$ cat config.mk
export PLATFORM = sky130hd
export DESIGN_NAME = ahb_burst_tracker
export DESIGN_NICKNAME = d
export VERILOG_FILES = /design/src/rtl/ahb_chk_pkg.sv /design/src/rtl/ahb_burst_tracker.sv
export SDC_FILE = /design/constraint.sdc
export NUM_CORES = 1
export LEC_CHECK = 0
export CAP_MARGIN = 25
export CORE_UTILIZATION = 50
export CTS_CLUSTER_DIAMETER = 60
export DETAILED_ROUTE_END_ITERATION = 10
export PLACE_DENSITY = 0.8
export SYNTH_ARGS = -nofsm -noshare
export SYNTH_HDL_FRONTEND = slang
export SYNTH_SLANG_ARGS = --single-unit
$ cat constraint.sdc
create_clock -name i_hclk -period 10 [get_ports i_hclk]
set_clock_uncertainty 0.15 [all_clocks]
set_input_delay 1 -clock i_hclk [delete_from_list [all_inputs] [get_ports i_hclk]]
set_output_delay 1 -clock i_hclk [all_outputs]
set_load 0.1 [all_outputs]
$ cat src/rtl/ahb_chk_pkg.sv
// ahb_chk_pkg: shared AHB-Lite encodings, rule indices and burst address helpers
package ahb_chk_pkg;
    typedef enum logic [1:0] {T_IDLE, T_BUSY, T_NONSEQ, T_SEQ} htrans_e;
    typedef enum logic [2:0] {HB_SINGLE, HB_INCR, HB_WRAP4, HB_INCR4, HB_WRAP8, HB_INCR8, HB_WRAP16, HB_INCR16} hburst_e;
    typedef enum logic [1:0] {B_IDLE, B_ACTIVE, B_BUSY} bstate_e;
    localparam int RULE_ALIGN       = 0;
    localparam int RULE_IDLE_SEQ    = 1;
    localparam int RULE_SINGLE_BUSY = 2;
    localparam int RULE_WAIT_STABLE = 3;
    localparam int RULE_SEQ_ADDR    = 4;
    localparam int RULE_BURST_LEN   = 5;
    localparam int RULE_KB_CROSS    = 6;
    localparam int RULE_ERR_RESP    = 7;
    function automatic logic [4:0] burst_beats(input logic [2:0] hburst);
        return (hburst == HB_SINGLE) ? 5'd1 : (hburst == HB_INCR) ? 5'd0 : 5'd2 << hburst[2:1];
    endfunction
    function automatic logic [63:0] next_addr(input logic [63:0] addr, input logic [2:0] hsize, input logic [2:0] hburst);
        logic [63:0] incr;
        logic [63:0] mask;
        incr = 64'd1 << hsize;
        mask = (incr << ({1'b0, hburst[2:1]} + 3'd1)) - 64'd1;
        return (hburst[0] || hburst == HB_SINGLE) ? addr + incr : (addr & ~mask) | ((addr + incr) & mask);
    endfunction
endpackage

$ cat src/rtl/ahb_burst_tracker.sv
// ahb_burst_tracker: burst FSM, beat counter, expected next address and previous beat address
module ahb_burst_tracker
    import ahb_chk_pkg::*;
#(
    parameter int ADDR_W = 32,
    parameter int SIZE_W = 3
) (
    input  logic              i_hclk,
    input  logic              i_hreset,
    input  logic [ADDR_W-1:0] i_haddr,
    input  logic [2:0]        i_hburst,
    input  logic [SIZE_W-1:0] i_hsize,
    input  logic [1:0]        i_htrans,
    input  logic              i_hready,
    input  logic              i_hresp,
    output bstate_e           o_state,
    output logic [4:0]        o_beat_cnt,
    output logic [4:0]        o_len,
    output logic [ADDR_W-1:0] o_exp_addr,
    output logic [ADDR_W-1:0] o_last_addr,
    output logic              o_incr,
    output logic              o_done
);
    bstate_e           r_state, w_state_n;
    logic [4:0]        r_beat, w_beat_n, r_len, w_len_n, w_beat_inc;
    logic [ADDR_W-1:0] r_exp, w_exp_n, r_last, w_last_n, w_nxt;
    logic [2:0]        r_burst, w_burst_n;
    logic              r_done, w_done_n, w_in_burst, w_last_beat;
    logic [63:0]       w_nxt64;

    assign w_in_burst  = r_state != B_IDLE;
    assign w_beat_inc  = (r_beat >= 5'd16) ? 5'd16 : r_beat + 5'd1;
    assign w_last_beat = (r_len != 5'd0) && (w_beat_inc >= r_len);
    assign w_nxt64     = next_addr(64'(i_haddr), 3'(i_hsize), (i_htrans == T_NONSEQ) ? i_hburst : r_burst);
    assign w_nxt       = w_nxt64[ADDR_W-1:0];

    always_comb begin
        w_state_n = r_state;
        w_beat_n  = r_beat;
        w_len_n   = r_len;
        w_exp_n   = r_exp;
        w_last_n  = r_last;
        w_burst_n = r_burst;
        w_done_n  = i_hready ? 1'b0 : r_done;
        if (i_hready && i_hresp)
            w_state_n = B_IDLE;
        else if (i_hready && i_htrans == T_NONSEQ) begin
            w_state_n = (i_hburst != HB_SINGLE) ? B_ACTIVE : B_IDLE;
            w_beat_n  = 5'd1;
            w_len_n   = burst_beats(i_hburst);
            w_exp_n   = w_nxt;
            w_last_n  = i_haddr;
            w_burst_n = i_hburst;
        end else if (i_hready && w_in_burst && i_htrans == T_SEQ) begin
            w_beat_n  = w_beat_inc;
            w_exp_n   = w_nxt;
            w_last_n  = i_haddr;
            w_done_n  = w_last_beat;
            w_state_n = w_last_beat ? B_IDLE : B_ACTIVE;
        end else if (i_hready && w_in_burst && i_htrans == T_BUSY)
            w_state_n = B_BUSY;
        else if (i_hready && i_htrans == T_IDLE)
            w_state_n = B_IDLE;
    end

    always_ff @(posedge i_hclk) begin
        if (i_hreset) begin
            r_state <= B_IDLE;
            r_beat  <= '0;
            r_len   <= '0;
            r_exp   <= '0;
            r_last  <= '0;
            r_burst <= '0;
            r_done  <= 1'b0;
        end else begin
            r_state <= w_state_n;
            r_beat  <= w_beat_n;
            r_len   <= w_len_n;
            r_exp   <= w_exp_n;
            r_last  <= w_last_n;
            r_burst <= w_burst_n;
            r_done  <= w_done_n;
        end
    end

    assign o_state     = r_state;
    assign o_beat_cnt  = r_beat;
    assign o_len       = r_len;
    assign o_exp_addr  = r_exp;
    assign o_last_addr = r_last;
    assign o_incr      = r_burst[0];
    assign o_done      = r_done;
endmodule

==> run metrics <==
outcome=finished, final reports clean; wirelength, routed=14.6 mm; max frequency=0.216 GHz; slowest stage cell on the critical path=clkdlybuf4s50_1; CP Class=in -> reg; buffer count from post-CTS setup fixing=0; Post-synth EDFFs=0; DR pass1 iterations=5; Synth Area in Simple Gates=a little over a quarter; most common cell after layout, fill and taps aside=clkdlybuf4s50_1; required time at the endpoint of the critical path=10120 ps; vias after detailed routing=~5200; initial antenna violation count=0; number of cells upsized or downsized after cts=0; number of CTS-inserted buffers=9; Diodes inserted=0; largest area contributor in the netlist=dfxtp_1; mux share of post-synthesis cell area=1.79%; post-DR vias/cell=5.80; sequential share of the synthesized area=31.3%; number of primary I/O pins=122; number of synthesized register bits=80; maximum number of pins on one net before global-route repair=95; leakage component of the power=approximately 2.2 nW; H-tree Lvls=3; deepest clock path buffer count=2; setup_tns=0 ps; total of hold buffers inserted after clock tree synthesis=0; minimum period implied by the final worst setup slack=approximately 4600 ps; Synth Net Count=722; CP Capture Type=flip-flop; initial standard-cell utilization of the core=51.9%; worst stage delay on the critical path=910 ps; number of hold violations in the final report=0; violation count after the first detailed-routing iteration=280; non-filler instance count after layout=890; number of nets at the end of the flow=between 800 and 900; share of the synthesized area in compound gates (AO/OA/AOI/OAI)=24.2%; placed wire-length estimate after detailed placement=10.3 mm; clock sink count=80; Post-Synth Adder-Cell Area=2.94%; placer's final routability congestion estimate=0.887; Die Footprint=0.0106 sq mm; Cell Pwr Density=between 100 and 150 mW/mm^2; number of DRC violations after detailed routing=0; Avg WL per Cell=16.4 microns; CTS root buffer=clkbuf_8; library cell appearing most often on the critical path=ha_1; total placed cells including tap cells=slightly below 900; count of standard-cell rows=36; top flip-flop cell by instance count after synthesis=dfxtp_1; ys async rst share=0%; per-instance average area after synthesis=between 7 and 8 sq um; biggest fanout along the worst timing path=28; setup violation total in the final timing report=0; ranking of synthesized cells by area=dfxtp_1, nand2_1, a21oi_1, nor2_1, a211oi_1; floorplan core area=0.00986 sq mm; first-pass GRT wire length=22.4 mm; mapped cell area=0.00511 sq mm; largest family of logic cells by synthesized area=simple AND/OR/NAND/NOR gates; Layout area overhead=27.3%; Hold/Removal Path Class=reg -> reg; number of library cell types mapped by synthesis=77; die height=103 microns; final worst setup slack=5380 ps; clock transition at the registers of the reported paths=80 ps; fin crit share=a little under half; portion of synthesized cell area occupied by the leading cell type=31.3%; post-synthesis cell count=around 670; vias in the first global route=4572; floorplan die width=103 microns; cell breakdown of the critical path=clkdlybuf4s50_1, nor3_1, ha_1, ha_1, o21ai_1, and3_1, o31ai_2, o211ai_4, nor4_2, nand3_1, xor2_1, a211oi_2; max-capacitance violation count=0; Post-DRT Antenna Nets=0; Max VDD drop=~0.000074 V; clock tree from TritonCTS=done; crit start category=input pin; transition time of the tightest slew-check pin=1070 ps; Post-Synth XOR/XNOR Area=about 6.5%; Total Routing Usage GR=27.2%; Post-Place Cell Area=0.00628 sq mm; Reg2Reg Setup Slack=6620 ps; pre-CTS setup slack=4990 ps; total design power=796 uW; most frequent cells in the layout=clkdlybuf4s50_1, nand2_1, dfxtp_1; synthesis warning total=0; worst max-slew margin expressed relative to the limit=between 20 and 30%; data arrival at the endpoint of the critical path=4740 ps; unrepaired setup endpoints after global routing=no; clock insertion delay at the later pin of the skew report=350 ps; Final Max Slew Viols=0; proportion of layout cells with a drive suffix above 1=8.19%; number of buffer cells added on primary ports=121; finished layout cell area=0.00651 sq mm; Congestion Overflow GR=0
## final cells by class
cell class              count  area (sq um)
inverters                  16          60.1
fillers                   842          3350
clock inverters             5          63.8
repair buffers            126          1260
flip-flops and latches     80          1600
well taps                 133           166
clock buffers              11           141
multi-input cells         519          3220
## sequential cells by signal, indices dropped and copies added (netlist names)
| signal | cells |
|---|---|
| o_beat_cnt | 5 |
| o_done | 1 |
| o_exp_addr | 32 |
| o_last_addr | 32 |
| o_len | 5 |
| o_state | 2 |
| r_burst | 3 |
## synthesized netlist by cell type, types with 3 or more instances
| library cell | count |
|---|---|
| mux2i_1 | 8 |
| nand2b_1 | 7 |
| a21oi_1 | 59 |
| o2111ai_1 | 5 |
| a21boi_0 | 3 |
| inv_2 | 3 |
| or3_1 | 7 |
| nor3_1 | 8 |
| a21o_1 | 3 |
| o22a_1 | 3 |
| a22oi_1 | 3 |
| o21ai_0 | 9 |
| o21ai_1 | 7 |
| nor3_2 | 8 |
| ha_1 | 12 |
| buf_6 | 3 |
| buf_4 | 3 |
| xnor2_1 | 21 |
| nand4_1 | 7 |
| nor2_1 | 63 |
| and2_1 | 4 |
| clkbuf_1 | 29 |
| o22ai_1 | 9 |
| nand3b_1 | 5 |
| a211oi_2 | 6 |
| a211oi_1 | 25 |
| nand2_1 | 119 |
| a311oi_1 | 6 |
| a31oi_1 | 6 |
| o31ai_1 | 3 |
| nor2b_1 | 7 |
| nand3_1 | 21 |
| buf_2 | 13 |
| nor4_1 | 3 |
| o211ai_1 | 3 |
| dfxtp_1 | 80 |
| inv_1 | 13 |
| or2_2 | 3 |
| and3_1 | 8 |
| xor2_1 | 17 |
## power breakdown
| part | total (mW) | internal, mW | switching [mW] |
|---|---|---|---|
| Sequential | 0.333 | 0.327 | 0.00548 |
| Clock | 0.251 | 0.124 | 0.126 |
| Combinational | 0.213 | 0.0660 | 0.147 |
## layer usage
metal / GRT usage [%] / share of wire [%] / vias to the layer above / wire (microns)
li1: - / - / 2533 / -
met1: 36.3 / 45 / 2435 / 6590
met2: 44.7 / 48 / 180 / 7080
met3: 4.81 / 5.1 / 16 / 750
met4: 8.23 / 1.4 / 0 / 199
met5: 0 / 0 / - / 0
## per-stage QoR
stage	utilization (%)	hold slack, ps
2_1_floorplan	-	300
3_3_place_gp	63.7	292
3_5_place_dp	63.7	300
4_1_cts	65.8	312
5_1_grt	66.0	331
6_report	66.0	310
## kinds of logic after synthesis
kind of cell             Yosys count
AO/OA/AOI/OAI                    174
XOR/XNOR                          38
adder cells (fa/ha/maj)           12
buffers and inverters             67
flip-flops                        80
multiplexers                       9
AND/OR/NAND/NOR                  286
## worst max-delay path, delay by kind of cell
family	cells	cell delay, ps
buffers and inverters	1	910
XOR/XNOR	1	160
adder cells (fa/ha/maj)	2	650
AND/OR/NAND/NOR	4	1140
AO/OA/AOI/OAI	4	870
## worst paths after layout
check | from | to | depth (start not counted)
min | o_last_addr[31] | o_last_addr[31] | 2
max reg2reg | r_burst[1] | o_exp_addr[14] | 12
max | i_hsize[0] | o_exp_addr[28] | 12
min reg2reg | o_last_addr[31] | o_last_addr[31] | 2
No activity file was read; power rests on OpenSTA's default activity.
